[src/rtl/led_display_sched_if.sv]
// rtl/led_display_sched_if.sv - request/data/display bundle for led_display_sched
//
// Purpose: groups the requester side (req, src_data0..3, pin_en, pin_sel)
// and the display side (ack, disp_data, disp_src, disp_valid, busy) of the
// display scheduler so they travel as one port.
//   master : drives requests, source values and pin switches; observes display
//   slave  : the scheduler itself
interface led_display_sched_if;
  logic [3:0]  req;
  logic [31:0] src_data0;
  logic [31:0] src_data1;
  logic [31:0] src_data2;
  logic [31:0] src_data3;
  logic        pin_en;
  logic [1:0]  pin_sel;
  logic [3:0]  ack;
  logic [31:0] disp_data;
  logic [1:0]  disp_src;
  logic        disp_valid;
  logic        busy;

  modport master (
    output req, src_data0, src_data1, src_data2, src_data3, pin_en, pin_sel,
    input  ack, disp_data, disp_src, disp_valid, busy
  );

  modport slave (
    input  req, src_data0, src_data1, src_data2, src_data3, pin_en, pin_sel,
    output ack, disp_data, disp_src, disp_valid, busy
  );
endinterface

[src/rtl/led_display_sched.sv]
// rtl/led_display_sched.sv - round-robin time-sharing of the seven-segment display
//
// Purpose: four requesters share the 32-bit display datapath. Each grant
// captures a snapshot of the winning source and holds it for DWELL_CYCLES
// clocks; a manual pin mode shows one selected source live.
// Ports:
//   clk   : system clock, rising edge
//   rst_n : asynchronous active-low reset
//   bus   : led_display_sched_if.slave
//           req[3:0]      level request per source
//           src_data0..3  source values
//           pin_en/pin_sel manual override switch and selected source
//           ack[3:0]      one-cycle capture pulse for the granted source
//           disp_data     value to the LED display
//           disp_src      index of the shown source
//           disp_valid    display holds a granted or pinned value
//           busy          high while showing or pinned
module led_display_sched #(
  parameter int DWELL_CYCLES = 50_000_000,
  parameter int CNT_W        = 26
) (
  input  logic                  clk,
  input  logic                  rst_n,
  led_display_sched_if.slave    bus
);

  localparam logic [1:0] ST_IDLE = 2'd0;
  localparam logic [1:0] ST_SHOW = 2'd1;
  localparam logic [1:0] ST_PIN  = 2'd2;

  localparam logic [CNT_W-1:0] DWELL_LOAD = CNT_W'(DWELL_CYCLES - 1);

  logic [1:0]       state_q, state_d;
  logic [CNT_W-1:0] cnt_q, cnt_d;
  logic [1:0]       last_q, last_d;
  logic [31:0]      data_q, data_d;
  logic [1:0]       src_q, src_d;
  logic             valid_q, valid_d;
  logic             busy_q, busy_d;
  logic [3:0]       ack_q, ack_d;

  logic [31:0] src_arr [4];
  logic        gnt_found;
  logic [1:0]  gnt_idx;
  logic        take_grant;

  assign src_arr[0] = bus.src_data0;
  assign src_arr[1] = bus.src_data1;
  assign src_arr[2] = bus.src_data2;
  assign src_arr[3] = bus.src_data3;

  // Round-robin pick: scan last+1, last+2, last+3, last+4 (== last itself).
  // Walking the offsets from far to near lets the nearest requester overwrite.
  always_comb begin
    logic [1:0] idx;
    gnt_found = 1'b0;
    gnt_idx   = last_q + 2'd1;
    for (int k = 4; k >= 1; k--) begin
      idx = last_q + 2'(k);
      if (bus.req[idx]) begin
        gnt_found = 1'b1;
        gnt_idx   = idx;
      end
    end
  end

  always_comb begin
    state_d    = state_q;
    cnt_d      = cnt_q;
    last_d     = last_q;
    data_d     = data_q;
    src_d      = src_q;
    valid_d    = valid_q;
    busy_d     = busy_q;
    ack_d      = 4'b0000;
    take_grant = 1'b0;

    if (bus.pin_en) begin
      // Pin has top priority: aborts any dwell and tracks the selected source live.
      state_d = ST_PIN;
      data_d  = src_arr[bus.pin_sel];
      src_d   = bus.pin_sel;
      valid_d = 1'b1;
      busy_d  = 1'b1;
      cnt_d   = '0;
    end else begin
      case (state_q)
        ST_IDLE: begin
          if (gnt_found) begin
            take_grant = 1'b1;
          end else begin
            valid_d = 1'b0;
            busy_d  = 1'b0;
          end
        end
        ST_SHOW: begin
          if (cnt_q != '0) begin
            cnt_d = cnt_q - 1'b1;
          end else if (gnt_found) begin
            // Back-to-back re-grant: no IDLE bubble between dwells.
            take_grant = 1'b1;
          end else begin
            state_d = ST_IDLE;
            valid_d = 1'b0;
            busy_d  = 1'b0;
          end
        end
        ST_PIN: begin
          state_d = ST_IDLE;
          valid_d = 1'b0;
          busy_d  = 1'b0;
          cnt_d   = '0;
        end
        default: begin
          state_d = ST_IDLE;
          valid_d = 1'b0;
          busy_d  = 1'b0;
          cnt_d   = '0;
        end
      endcase
    end

    if (take_grant) begin
      state_d = ST_SHOW;
      data_d  = src_arr[gnt_idx];
      src_d   = gnt_idx;
      last_d  = gnt_idx;
      ack_d   = 4'b0001 << gnt_idx;
      cnt_d   = DWELL_LOAD;
      valid_d = 1'b1;
      busy_d  = 1'b1;
    end
  end

  always_ff @(posedge clk or negedge rst_n) begin
    if (!rst_n) begin
      state_q <= ST_IDLE;
      cnt_q   <= '0;
      last_q  <= 2'd3;
      data_q  <= '0;
      src_q   <= 2'd0;
      valid_q <= 1'b0;
      busy_q  <= 1'b0;
      ack_q   <= 4'b0000;
    end else begin
      state_q <= state_d;
      cnt_q   <= cnt_d;
      last_q  <= last_d;
      data_q  <= data_d;
      src_q   <= src_d;
      valid_q <= valid_d;
      busy_q  <= busy_d;
      ack_q   <= ack_d;
    end
  end

  assign bus.ack        = ack_q;
  assign bus.disp_data  = data_q;
  assign bus.disp_src   = src_q;
  assign bus.disp_valid = valid_q;
  assign bus.busy       = busy_q;

endmodule

[src/flat_wrapper.sv]
// flat-port wrapper written by rule: the top's interface ports become plain ports
module led_display_sched_flat 
#(
  parameter int DWELL_CYCLES = 50_000_000,
  parameter int CNT_W        = 26
)
  (clk, rst_n, bus_req, bus_src_data0, bus_src_data1, bus_src_data2, bus_src_data3, bus_pin_en, bus_pin_sel, bus_ack, bus_disp_data, bus_disp_src, bus_disp_valid, bus_busy);
  led_display_sched_if bus_i ();
  input  logic clk;
  input  logic rst_n;
  input wire logic [$bits(bus_i.req)-1:0] bus_req;
  input wire logic [$bits(bus_i.src_data0)-1:0] bus_src_data0;
  input wire logic [$bits(bus_i.src_data1)-1:0] bus_src_data1;
  input wire logic [$bits(bus_i.src_data2)-1:0] bus_src_data2;
  input wire logic [$bits(bus_i.src_data3)-1:0] bus_src_data3;
  input wire logic [$bits(bus_i.pin_en)-1:0] bus_pin_en;
  input wire logic [$bits(bus_i.pin_sel)-1:0] bus_pin_sel;
  output wire logic [$bits(bus_i.ack)-1:0] bus_ack;
  output wire logic [$bits(bus_i.disp_data)-1:0] bus_disp_data;
  output wire logic [$bits(bus_i.disp_src)-1:0] bus_disp_src;
  output wire logic [$bits(bus_i.disp_valid)-1:0] bus_disp_valid;
  output wire logic [$bits(bus_i.busy)-1:0] bus_busy;
  assign bus_i.req = bus_req;
  assign bus_i.src_data0 = bus_src_data0;
  assign bus_i.src_data1 = bus_src_data1;
  assign bus_i.src_data2 = bus_src_data2;
  assign bus_i.src_data3 = bus_src_data3;
  assign bus_i.pin_en = bus_pin_en;
  assign bus_i.pin_sel = bus_pin_sel;
  assign bus_ack = bus_i.ack;
  assign bus_disp_data = bus_i.disp_data;
  assign bus_disp_src = bus_i.disp_src;
  assign bus_disp_valid = bus_i.disp_valid;
  assign bus_busy = bus_i.busy;
  led_display_sched #(.DWELL_CYCLES(DWELL_CYCLES), .CNT_W(CNT_W)) u_core (.clk(clk), .rst_n(rst_n), .bus(bus_i));
endmodule
[config.mk]
export PLATFORM = sky130hd
export DESIGN_NAME = led_display_sched_flat
export DESIGN_NICKNAME = d
export VERILOG_FILES = /design/src/rtl/led_display_sched_if.sv /design/src/rtl/led_display_sched.sv /design/src/flat_wrapper.sv
export SDC_FILE = /design/constraint.sdc
export NUM_CORES = 1
export LEC_CHECK = 0
export CAP_MARGIN = 20
export CORE_UTILIZATION = 51
export DETAILED_ROUTE_END_ITERATION = 12
export GPL_ROUTABILITY_DRIVEN = 0
export HOLD_SLACK_MARGIN = 0.05
export PLACE_DENSITY = 0.95
export SYNTH_ARGS = -nofsm -noshare
export SYNTH_HDL_FRONTEND = slang
export SYNTH_SLANG_ARGS = --single-unit
[constraint.sdc]
create_clock -name clk -period 4 [get_ports clk]
set_input_delay 1 -clock clk [delete_from_list [all_inputs] [get_ports clk]]
set_output_delay 1 -clock clk [all_outputs]
set_load 0.05 [all_outputs]
==> impl_metrics.yaml, run 1 <==
timing:
  timing.final.crit_period_ns: 3.16
  setup-tns-final_ns: 0
  fmax_mhz: 316
  grt_setup_unrepaired: "no"
  fin_ws_ns: 0.838
  fin_crit_sh: 0.791
  tightest_slew_ns: 0.894
  skew_ns: 0.0109
  slew_viol_final: 0
  hold_violations: 0
  setup_viol: 0
  maxSlewHeadroom: 0.404
  whs_ns: 0.509
drt:
  drt_iter0_drc: 683
  drc: 0
  vias: 5949
  ant_nets: 0
  wl_per_cell_um: 21.3
  drt_first_pass_iters: 5
  routed_via_density: 6.77
  routed_wl_um: 18800
cts:
  cts.sinks: 70
  post_cts_resized: 0
  clock_latency_ns: 0.36
  cts_tree: "yes"
  root_buffer: "clkbuf_8"
  post_cts_buffers: 0
  path_clk_slew_ns: 0.08
  htree_num_levels: 3
  cts_inserted_buffers: 9
  hold_buffers: 0
  clock_path_buffers: 2
setup_path:
  r2r_start: "u_core.cnt_q[14]$_DFFE_PN0P_"
  startpoint: "bus_req[3]"
  startpoint_type: "input pin"
  cp_max_fo: 16
  required_ns: 4.25
  arrival_ns: 3.41
  end_kind: "register"
  path_class: "in2reg"
logic_synthesis:
  postSynthCellCount: 593
  ys_types: 53
  async_reset_ff_frac: 1.00
  synth-edff-count: 0
  synth-main-ff-cell: "dfrtp_1"
  synth_nets: 732
  yosysSeqAreaShare: 0.314
  syn_area_um2: 5580
  ys_ff_latch: 70
  synth_warnings: 0
  avgSynthCellArea_um2: 9.41
floorplanning:
  fp.dieW_um: 107
  row_count: 37
  core_area_um2: 10500
  fp.dieH_um: 107
  start_util: 0.533
  die-area_um2: 11400
  ioPinCount: 177
global_route:
  grtUsageTotal: 0.337
  grt_pass1_wl_um: 30100
  overflow: 0
  grt_max_degree: 75
  antenna_found_initial: 0
  grt_pass1_vias: 6098
place:
  pre_cts_slack_ns: 0.525
  portBuffers: 176
  hpwl_um: 13500
finish:
  final_cell_mix: "clkdlybuf4s50_1, nand2_1, dfrtp_1, a21oi_1"
  antenna_cells: 0
  fin_nets: 877
  layout_commonest_cell: "clkdlybuf4s50_1"
  layout-drive-gt1-share: 0.188
  area_delta_synth_final_pct: 36.9
worst_hold_path:
  hp-class: "reg2reg"
  min_from: "u_core.cnt_q[22]$_DFFE_PN0P_"
power:
  p_leak_nw: 3.23
  p_per_area_nw_per_um2: 468
  peakVddDrop_mv: 0.470
flow_run:
  cap_violations: 0
status:
  outcome: "finished, final reports clean"
==> cells in the mapped netlist (all sizes together), types with 5 or more instances <==
master	number	area [µm²]
o21a	7	52.6
a21oi	54	270
o31ai	5	37.5
dfrtp	68	1700
nor4	5	37.5
a211oi	5	37.5
o21ai	15	75.1
o22a	9	78.8
o211ai	33	398
or4	5	41.3
a32o	32	320
nand3b	34	372
nor2	23	88.8
nor3	17	96.4
mux4	32	721
nand2	143	537
buf	15	121
clkbuf	39	146
==> per-stage QoR <==
stage,power [mW],utilization,cells,area (µm²)
finish,3.58,0.730,879,7640
global route,3.73,0.730,879,7640
CTS,3.55,0.730,879,7640
detailed placement,2.85,0.707,863,7400
global placement,2.76,0.707,863,7400
floorplan,2.20,-,593,5580
==> critical path: stages <==
cell	delay, ns
clkdlybuf4s50_1	0.50
or2_2	0.33
nor3_1	0.50
and2_1	0.30
nand2_1	0.36
o21a_1	0.23
o22a_1	0.17
==> kinds of logic after synthesis <==
| family | synth area share |
|---|---|
| compound gates | 0.249 |
| xor+xnor | 0.00942 |
| fa+ha+maj | 0.00448 |
| buf+inv | 0.0500 |
| flops | 0.314 |
| mux | 0.131 |
| simple gates | 0.242 |
==> flip-flops by register name, indices dropped and copies added, names as in the netlist <==
signal                 flops
u_core.bus.ack             4
u_core.bus.busy            1
u_core.bus.disp_data      32
u_core.bus.disp_src        2
u_core.bus.disp_valid      1
u_core.cnt_q              26
u_core.last_q              2
u_core.state_q             2
==> routing by layer <==
metal / wire length (µm) / track usage
met3: 1930 / 0.0742
met2: 9190 / 0.553
met5: 0 / 0
met4: 931 / 0.178
met1: 6710 / 0.415
==> path summary, 6_finish.rpt <==
| check | cells past startpoint | end | slack (ns) |
|---|---|---|---|
| min | 1 | u_core.cnt_q[22]$_DFFE_PN0P_ | 0.51 |
| max reg2reg | 7 | u_core.bus.disp_data[31]$_DFFE_PN0P_ | 0.99 |
| max in group asynchronous | 1 | u_core.cnt_q[16]$_DFFE_PN0P_ | 2.67 |
| min reg2reg | 1 | u_core.cnt_q[22]$_DFFE_PN0P_ | 0.51 |
| min in group asynchronous | 1 | u_core.bus.disp_data[4]$_DFFE_PN0P_ | 0.77 |
| max | 7 | u_core.cnt_q[13]$_DFFE_PN0P_ | 0.84 |
==> power breakdown <==
part	switching [mW]	internal, mW	total (mW)
sequential	0.117	0.819	0.936
combinational	1.16	0.781	1.94
clock	0.290	0.405	0.695
total	1.57	2.00	3.58
==> layout make-up <==
cell class,instances,area (µm²)
Multi-Input combinational cell,466,3580
Sequential cell,70,1750
Clock buffer,12,165
Tap cell,136,170
Inverter,3,11.3
Clock inverter,4,76.3
Fill cell,696,2820
Timing Repair Buffer,188,1890
Note: power is estimated with default switching activity, not from simulation.
==> inputs of run 2 (changes only) <==
CORE_UTILIZATION = 43   (was 51)
PLACE_DENSITY = 0.86   (was 0.95)
clock period = 2.6 ns   (was 4 ns; I/O delays follow)
==> impl_metrics.yaml, run 2 (synthesis gave the netlist of run 1 again) <==
status:
  outcome: "finished, final reports clean"
floorplanning:
  fp.dieH_um: 116
  die-area_um2: 13400
  fp.dieW_um: 116
  start_util: 0.442
  ioPinCount: 177
  row_count: 41
  core_area_um2: 12600
global_route:
  grt_max_degree: 75
  grt_pass1_wl_um: 29700
  grtUsageTotal: 0.286
  grt_pass1_vias: 5972
  antenna_found_initial: 1
  overflow: 0
finish:
  layoutNonFillerInstCount: 958
  layout_commonest_cell: "clkdlybuf4s50_1"
  layout-drive-gt1-share: 0.233
  nFillCells: 998
  fin_nets: 919
  largest_reg_flops: 32
  area_delta_synth_final_pct: 46.0
  final_cell_mix: "clkdlybuf4s50_1, nand2_1, dfrtp_1, a21oi_1, buf_4"
flow_run:
  cap_violations: 0
power:
  p_leak_nw: 3.50
  pwr-share-seq: 0.245
  p_sw_frac: 0.416
  p_per_area_nw_per_um2: 708
  peakVddDrop_mv: 0.447
  clkPwrFrac: 0.217
  p_switching_mw: 2.40
  combPwrFrac: 0.538
  p_int_mw: 3.37
place:
  portBuffers: 176
  hpwl_um: 13500
  dp_cells: 941
cts:
  cts.sinks: 70
  cts_tree: "yes"
  post_cts_buffers: 0
  htree_num_levels: 3
  cts_inserted_buffers: 9
  path_clk_slew_ns: 0.05
  root_buffer: "clkbuf_16"
  clock_path_buffers: 2
  clock_latency_ns: 0.34
drt:
  wl_per_cell_um: 19.8
  vias: 5943
  wl_met3_um: 1840
  drc: 0
  drt_first_pass_iters: 6
  routed_wl_um: 18900
  ant_nets: 0
  drt_iter0_drc: 527
  highest_layer: "met4"
  routed_via_density: 6.20
  met2_wirelength_um: 9610
  wirelength_met1_um: 6750
timing:
  whs_ns: 0.331
  timing.final.crit_period_ns: 2.54
  slew_viol_final: 0
  fmax_mhz: 393
  tightest_slew_ns: 0.721
  setup_viol: 0
  fin_crit_sh: 0.978
  maxSlewHeadroom: 0.519
  hold_violations: 0
  skew_ns: 0.00977
setup_path:
  cp_common_cell: "buf_4"
  reg2regPathDepth: 9
  critical_path.max_stage_delay_ns: 0.55
  startpoint_type: "register"
  required_ns: 2.82
  r2r_end: "u_core.cnt_q[25]$_DFFE_PN0P_"
  path_cells: "or4_4, or2_4, buf_4, o31ai_2, buf_4, nand2_1, buf_4, o21a_1, o22a_1"
  path_class: "reg2reg"
  cp_max_fo: 11
  arrival_ns: 2.76
  cpMaxStageDelayCell: "or4_4"
  end_kind: "register"
  r2r_start: "u_core.cnt_q[19]$_DFFE_PN0P_"
  r2r_slack_ns: 0.06
worst_hold_path:
  hp-class: "in2async"
run 2: cell count changes in the layout (fill, tap and decap cells not counted), moves of 3 or more:
cell,delta
buf_12,+6
clkinv_2,+3
clkbuf_8,-10
clkbuf_16,+9
buf_4,+36
run 2: layout make-up:
class	instances	area (µm²)	share of cell area
Tap cell	172	215	0.0264
Clock buffer	12	256	0.0315
Antenna cell	1	2.50	0.000307
Multi-Input combinational cell	466	3590	0.440
Timing Repair Buffer	230	2280	0.280
Clock inverter	4	45.0	0.00553
Sequential cell	70	1750	0.215
Inverter	3	11.3	0.00138
run 2: stage by stage:
step            util  total power, mW  setup TNS (ns)  area [µm²]  worst slack [ns]
6_report       0.646             5.77               0        8150            0.0576
3_3_place_gp   0.621             4.36           -3.47        7840            -0.140
5_1_grt        0.646             6.04          -0.119        8150           -0.0281
3_5_place_dp   0.621             4.48           -5.80        7840            -0.198
2_1_floorplan      -             3.39               0        5580             0.142
4_1_cts        0.645             5.75               0        8140            0.0231
run 2: worst max-delay path, delay by kind of cell (launching register included):
family,cells,cell delay (ns)
flops,1,0.38
simple gates,3,0.89
compound gates,3,0.58
buf+inv,3,0.57
run 2: layer usage:
metal | track usage | vias to the layer above
met4 | 0.145 | 0
met1 | 0.331 | 2878
met3 | 0.0737 | 60
li1 | - | 2621
met5 | 0 | -
met2 | 0.490 | 384
run 2: power by group through the flow:
| stage | registers (mW) | logic, mW | clock network (mW) |
|---|---|---|---|
| floorplan | 1.82 | 1.57 | 0 |
| global placement | 1.42 | 2.94 | 0 |
| detailed placement | 1.43 | 3.05 | 0 |
| CTS | 1.42 | 3.08 | 1.26 |
| global route | 1.44 | 3.29 | 1.32 |
| finish | 1.42 | 3.10 | 1.25 |
run 2: worst max-delay path by stage:
stage                                  from  depth (start not counted)                              endpoint
2_1_floorplan  u_core.cnt_q[19]$_DFFE_PN0P_                          8    u_core.bus.disp_src[0]$_DFFE_PN0P_
3_3_place_gp                     bus_req[3]                          9   u_core.bus.disp_data[2]$_DFFE_PN0P_
3_5_place_dp                     bus_req[3]                          9  u_core.bus.disp_data[11]$_DFFE_PN0P_
4_1_cts        u_core.cnt_q[19]$_DFFE_PN0P_                          9           u_core.cnt_q[4]$_DFFE_PN0P_
5_1_grt        u_core.cnt_q[19]$_DFFE_PN0P_                          9          u_core.cnt_q[14]$_DFFE_PN0P_
6_report       u_core.cnt_q[19]$_DFFE_PN0P_                          9          u_core.cnt_q[25]$_DFFE_PN0P_
run 2: what timing repair did:
action / 4_1_cts / 5_1_grt
setup endpoints to repair: 14 / 35
pin swaps: 0 / 0
gates resized for setup: 1 / 2
hold buffers: 0 / 0
endpoints found under the hold margin: 0 / 0
